`src/rtl/sensor_sync_filter.sv`:
```
// ---------------------------------------------------------------------------
// sensor_sync_filter
//
// Input conditioner for the line-follower sensor lines. Each channel has a
// SYNC_STAGES-deep synchroniser followed by a debounce filter. A filtered
// output only changes after the synchronised input has held a new value for
// FILTER_CNT consecutive cycles. With filter_en low the filter is bypassed
// and the output follows the synchroniser with one register of delay.
//
// Ports:
//   clk        - system clock, rising edge
//   reset_n    - asynchronous active-low reset (released synchronously)
//   sensor_in  - raw asynchronous sensor levels [N_CH]
//   filter_en  - 1 = debounce active, 0 = bypass (synchronous to clk)
//   sensor_out - filtered sensor levels [N_CH]
//   rise       - one-cycle pulse when sensor_out[i] goes 0->1 [N_CH]
//   fall       - one-cycle pulse when sensor_out[i] goes 1->0 [N_CH]
//   stable     - 1 when every synchronised input equals its sensor_out
// ---------------------------------------------------------------------------
module sensor_sync_filter #(
  parameter int N_CH        = 3,
  parameter int SYNC_STAGES = 2,
  parameter int FILTER_CNT  = 4
) (
  input  logic            clk,
  input  logic            reset_n,
  input  logic [N_CH-1:0] sensor_in,
  input  logic            filter_en,
  output logic [N_CH-1:0] sensor_out,
  output logic [N_CH-1:0] rise,
  output logic [N_CH-1:0] fall,
  output logic            stable
);

  localparam int CNT_W = (FILTER_CNT > 1) ? $clog2(FILTER_CNT) : 1;
  localparam logic [CNT_W-1:0] CNT_LAST = CNT_W'(FILTER_CNT - 1);

  // Synchroniser chain: plain flop-to-flop, nothing in between.
  logic [N_CH-1:0] r_sync [SYNC_STAGES];
  logic [N_CH-1:0] w_sync;

  always_ff @(posedge clk or negedge reset_n) begin
    if (!reset_n) begin
      r_sync[0] <= '0;
    end else begin
      r_sync[0] <= sensor_in;
    end
  end

  for (genvar gi = 1; gi < SYNC_STAGES; gi++) begin : g_sync
    always_ff @(posedge clk or negedge reset_n) begin
      if (!reset_n) begin
        r_sync[gi] <= '0;
      end else begin
        r_sync[gi] <= r_sync[gi-1];
      end
    end
  end

  assign w_sync = r_sync[SYNC_STAGES-1];

  // Per-channel debounce filter and edge pulses.
  for (genvar gi = 0; gi < N_CH; gi++) begin : g_ch
    logic [CNT_W-1:0] r_cnt;
    logic [CNT_W-1:0] w_cnt_next;
    logic             r_out;
    logic             w_out_next;
    logic             r_rise;
    logic             r_fall;

    // Any cycle where sync matches the output (or bypass is selected)
    // drops the count back to zero, so only an unbroken run of
    // FILTER_CNT differing samples can flip the output.
    always_comb begin
      w_cnt_next = '0;
      w_out_next = r_out;
      if (!filter_en) begin
        w_out_next = w_sync[gi];
      end else if (w_sync[gi] != r_out) begin
        if (r_cnt == CNT_LAST) begin
          w_out_next = w_sync[gi];
        end else begin
          w_cnt_next = r_cnt + CNT_W'(1);
        end
      end
    end

    always_ff @(posedge clk or negedge reset_n) begin
      if (!reset_n) begin
        r_cnt  <= '0;
        r_out  <= 1'b0;
        r_rise <= 1'b0;
        r_fall <= 1'b0;
      end else begin
        r_cnt  <= w_cnt_next;
        r_out  <= w_out_next;
        // Registered alongside r_out so the pulse lines up with the
        // first cycle the new level is visible.
        r_rise <= w_out_next & ~r_out;
        r_fall <= ~w_out_next & r_out;
      end
    end

    assign sensor_out[gi] = r_out;
    assign rise[gi]       = r_rise;
    assign fall[gi]       = r_fall;
  end

  // Combinational; reads 1 in reset because sync and outputs are all 0.
  assign stable = &(~(w_sync ^ sensor_out));

endmodule

```
`config.mk`:
```
export PLATFORM = sky130hd
export DESIGN_NAME = sensor_sync_filter
export DESIGN_NICKNAME = d
export VERILOG_FILES = /design/src/rtl/sensor_sync_filter.sv
export SDC_FILE = /design/constraint.sdc
export NUM_CORES = 1
export LEC_CHECK = 0
export ABC_AREA = 1
export BUFFER_PORTS_ARGS = -buffer_cell sky130_fd_sc_hd__buf_2
export CAP_MARGIN = 20
export CORE_MARGIN = 2
export CORE_UTILIZATION = 55
export CTS_BUF_LIST = sky130_fd_sc_hd__clkbuf_4 sky130_fd_sc_hd__clkbuf_8 sky130_fd_sc_hd__clkbuf_16
export DETAILED_ROUTE_END_ITERATION = 12
export PLACE_DENSITY_LB_ADDON = 0.08
export SLEW_MARGIN = 10
export SYNTH_ARGS = -nofsm -noshare
export SYNTH_HDL_FRONTEND = slang
export SYNTH_SLANG_ARGS = --single-unit
```
`constraint.sdc`:
```
create_clock -name clk -period 1.6 [get_ports clk]
set_input_delay 0.08 -clock clk [delete_from_list [all_inputs] [get_ports clk]]
set_output_delay 0.08 -clock clk [all_outputs]
set_load 0.05 [all_outputs]
```
# Word level (Yosys, flattened, before mapping)
# Index checks and enable logic that the tools add are counted.
# totals
input_bits	6
ff_bits	21
word_cells	56
out_inout_bits	10
# op_classes
mux	18
add_sub_neg	3
n_eq_ne	6
n_bitwise	14
n_reduce_logical	1
# ops
cell	count
$mux 2	9
$mux 1	9
$add 2x1->2 const B	3
$and 1x1->1	6
$eq 2x2->1 const B	3
$not 1->1	6
$ne 1x1->1	3
$not 3->3	1
$reduce_and 3->1	1
$xor 3x3->3	1

# Longest topological paths before layout
# depth
ltp_word	6
mapped_depth	6
depth_no_buf	6

# Worst setup path after synthesis
# Ideal clock, no wire load.
# synth_path
path_kind	register -> output
from	register g_ch[0].r_out
to	output stable
slack_ps	242
arrival_time_ps	1278
n_path_buf	0
path_stages_with_launch	6
t_required_ps	1520
cell_sequence	dfrtp_1 inv_1 nand2_1 nand2_1 nand2_1 nor2_1
# synth_via
elab_chain_cells	3
# synth_rtl
item	line	source
start: declaration	66	logic r_out;
start signal: assignment	96	r_out <= w_out_next;
$xor 3x3->3	110	assign stable = &(~(w_sync ^ sensor_out));
$not 3->3	110	
$reduce_and 3->1	110	
end: declaration	32	output logic stable
# No other way between the ends.

# Worst setup path after layout
# Ends and elaborated chain as after synthesis.

==> flow_results.org <==
** Route
- Detailed routing placed a total of slightly above 50 um of wire on met3.
- Wire length per cell :: 9.38 um
- After detailed routing, the met2 layer carries 453 um of wire.
- Number of DRC violations after detailed routing :: 0
- Starting DRT DRC Count :: 2
- In this run the top signal layer used is met4.
- For this block, wires on met1 add up to ~530 um.
- Final wirelength :: 1060 um
- Post-detailed-route via-to-cell ratio :: 4.50
- Vias :: 509
- Residual antenna-violating net count after detailed routing :: 0
- The pre-antenna-repair detailed-routing pass consisted of 2 iterations.

** Worst setup path
- Worst path bufs/invs :: 2
- On the critical path the largest part of the delay comes from flip-flops.
- Critical path start-end classification :: reg2out
- Startpoint of the most critical register-to-register path :: g_ch[0].r_cnt[0]$_DFF_PN0_
- Max incr delay on CP :: about 0.42 ns
- Largest fanout of any net on the critical path :: 4
- Cell with the most instances on the worst path :: nand2_1
- Walking the worst path, the cells encountered are inv_1 -> nand2_1 -> nand2_1 -> nand2_1 -> nor2_1 -> buf_2.
- The most critical setup path has its startpoint at g_ch[0].r_out$_DFF_PN0_.
- At the worst endpoint, the arrival time is 1.36 ns.
- The endpoint identified for the worst register-to-register timing path is g_ch[0].r_cnt[0]$_DFF_PN0_.
- Across all register-to-register paths, the minimum setup slack is about 0.52 ns.
- The worst register-to-register path has a depth of 5.
- The worst setup path is captured at a primary output.
- Required time worst endpoint :: 1.52 ns
- Worst setup SP type :: flip-flop
- Crit-path slowest cell :: dfrtp_1

** Floorplan
- # IOs :: 16
- Die footprint :: 1880 um2
- The die is 43.4 um tall.
- Core region area :: 1470 um2
- Initial cell density of the core :: 0.580
- In this run the core area contains 14 standard-cell rows.
- X dimension of the die :: 43.4 um

** Finish
- Relative to the synthesized area, the layout overhead comes to 11.4%.
- The final layout contains 107 nets.
- Share of cells above drive strength 1 :: 0.227
- After routing the design area is 951 um2.
- Fill cells in the final layout number 124.
- The repair_antennas step left the layout with diodes totalling 0.

** Run status
- The flow ran to the end, and the final reports show no timing, DRC or antenna violations.

** GRT
- Global-route wire length before repair :: 1830 um
- Grt total ovfl :: 0
- Number of antenna violations at the first check in global routing :: 0
- Total global-route track usage :: 0.137
- Entering global routing, the biggest net connects 22 pins.
- The number of global-route vias before repair is between 400 and 500.

** Yosys
- Count of different cell masters after synthesis :: 13
- In the post-synthesis netlist, the biggest area contributors are dfrtp_1, buf_4, nand2_1.
- Synth Area per Inst :: approximately 10 um2
- Of the post-synthesis cell area, the dominant cell type holds 0.616.
- In the synthesized netlist, the number of instances is 83.
- Of the synthesized area, sequential elements account for 0.616.
- Cell Area, Synth :: 853 um2
- The number of nets in the synthesized netlist is 92.
- The biggest area contributor in the post-synthesis netlist is dfrtp_1.
- Synthesis inferred 21 register bits.
- Warning count from the yosys run :: 0

** Job
- Max-cap viol count :: 0

** Power
- In this run the static leakage power is 0.540 nW.
- Power density over the cells :: approximately 1100 nW/um2
- Worst vdd ir :: 0.000653 V

** CTS
- Cts repair resizes :: 0
- Number of buffers created by CTS :: 3
- Clock root buffer :: clkbuf_4
- Clock-pin slew was measured on the worst setup and hold paths at 0.11 ns.
- In this run the number of H-tree levels came out at 1.
- CTS Sinks :: 21
- In this run the deepest clock path goes through 2 buffers.
- Worst-skew pair later-pin latency :: about 0.29 ns
- TritonCTS clock tree :: done

** Min path
- Counting instances, the worst hold path has a depth of 3.
- Worst hold path startpoint :: filter_en
- The path class of the tightest hold or removal check is in2reg.
- For hold timing, the worst endpoint is g_ch[2].r_cnt[1]$_DFF_PN0_.

** STA
- Final Hold Viols :: 0
- Setup violations remaining at the end of the flow were counted as 0.
- Least-Margin Pin Slew :: 0.449 ns
- The worst pin sits at a relative slew slack of 0.701.
- Post-Route Setup TNS :: 0 ns
- The final max-slew violation count is 0.
- Dividing the final minimum period by the clock period gives 0.898.
- Counting I/O delays and the setup requirement, the final critical path takes 1.44 ns.
- RSZ-0062 raised after global routing :: false
- Worst-case clock skew :: between 0.003 and 0.004 ns
- Minimum hold slack :: 0.0375 ns
- Based on the critical path, the design can be clocked at up to 0.696 GHz.
- Final WS setup :: 0.163 ns

** Place
- After legalization and detailed placement, the total HPWL measured around 770 um.
- Total cell area at the placement stage :: around 880 um2
- OpenSTA, run right after detailed placement, puts the worst setup slack at 0.478 ns.
- Count of buffers from port buffering :: 15
- At the end of routability-driven placement, the weighted congestion stood at roughly 0.75.
[registers in the layout (all words and copies together) (netlist names)]
signal	count
r_sync	3
g_ch.r_fall	3
g_ch.r_rise	3
w_sync	3
g_ch.r_out	3
g_ch.r_cnt	6
[cell type report]
cell class	count	area, um2	share of cell area
clock buffers	4	30.0	0.0316
inverters	12	45.0	0.0474
repair buffers	19	115	0.121
multi-input cells	41	215	0.226
flip-flops and latches	21	526	0.553
well taps	16	20.0	0.0211
[metal layers]
layer / global-route usage / vias to the layer above
met3: 0.0250 / 5
li1: - / 267
met4: 0.0909 / 0
met2: 0.212 / 12
met1: 0.176 / 225
met5: 0 / -
[placed cells by master (no fill, tap or decap), drive strengths merged, types with 2 or more instances in the layout]
| cell type | Yosys | routed |
|---|---|---|
| or2 | 2 | 2 |
| dlygate4sd3 | 0 | 4 |
| and3 | 2 | 2 |
| ha | 3 | 3 |
| inv | 12 | 12 |
| dfrtp | 21 | 21 |
| nor2 | 11 | 11 |
| o21ai | 3 | 3 |
| clkbuf | 0 | 4 |
| nand2 | 17 | 17 |
| buf | 9 | 15 |
[cell families (layout without fill, tap and decap cells)]
group	Yosys count	count (layout)	synth area share
compound gates	3	3	0.0176
xor+xnor	2	2	0.0205
flops	21	21	0.616
simple gates	33	33	0.170
fa+ha+maj	3	3	0.0440
buf+inv	21	35	0.132
[through the flow]
stage | std cells | power [mW] | utilization
after floorplan | 83 | 0.739 | -
after CTS | 113 | 1.03 | 0.646
after global placement | 105 | 0.761 | 0.599
final | 113 | 1.02 | 0.646
after global routing | 113 | 1.07 | 0.646
after detailed placement | 105 | 0.764 | 0.599
[worst reg2reg max path: stages (launching register included)]
cell,delay (ns)
dfrtp_1,0.39
ha_1,0.19
inv_1,0.05
nand2_1,0.08
or2_1,0.22
nor2_1,0.09
[what timing repair did]
item | 4_1_cts | 5_1_grt
endpoints found under the hold margin | 24 | 0
setup endpoints to repair | 0 | 0
buffers inserted | 0 | 0
hold buffers | 4 | 0
[synth_stat cells]
cell type  instances
and3_2             2
buf_4              9
dfrtp_1           21
ha_1               3
inv_1             12
nand2_1           17
nor2_1            10
nor2_4             1
nor3_1             1
o21ai_0            3
or2_1              2
xnor2_1            1
xor2_1             1
[where the power goes]
part	switching [mW]	internal (mW)	total, mW	leakage, nW
combinational	0.123	0.0510	0.174	0.258
sequential	0.0187	0.566	0.584	0.264
clock	0.143	0.114	0.257	0.0184
[worst max path at each step]
stage,end,cells after the start
floorplan,stable,5
global placement,stable,6
detailed placement,stable,6
CTS,stable,6
global route,stable,6
finish,stable,6
Note: power is estimated with default switching activity, not from simulation.
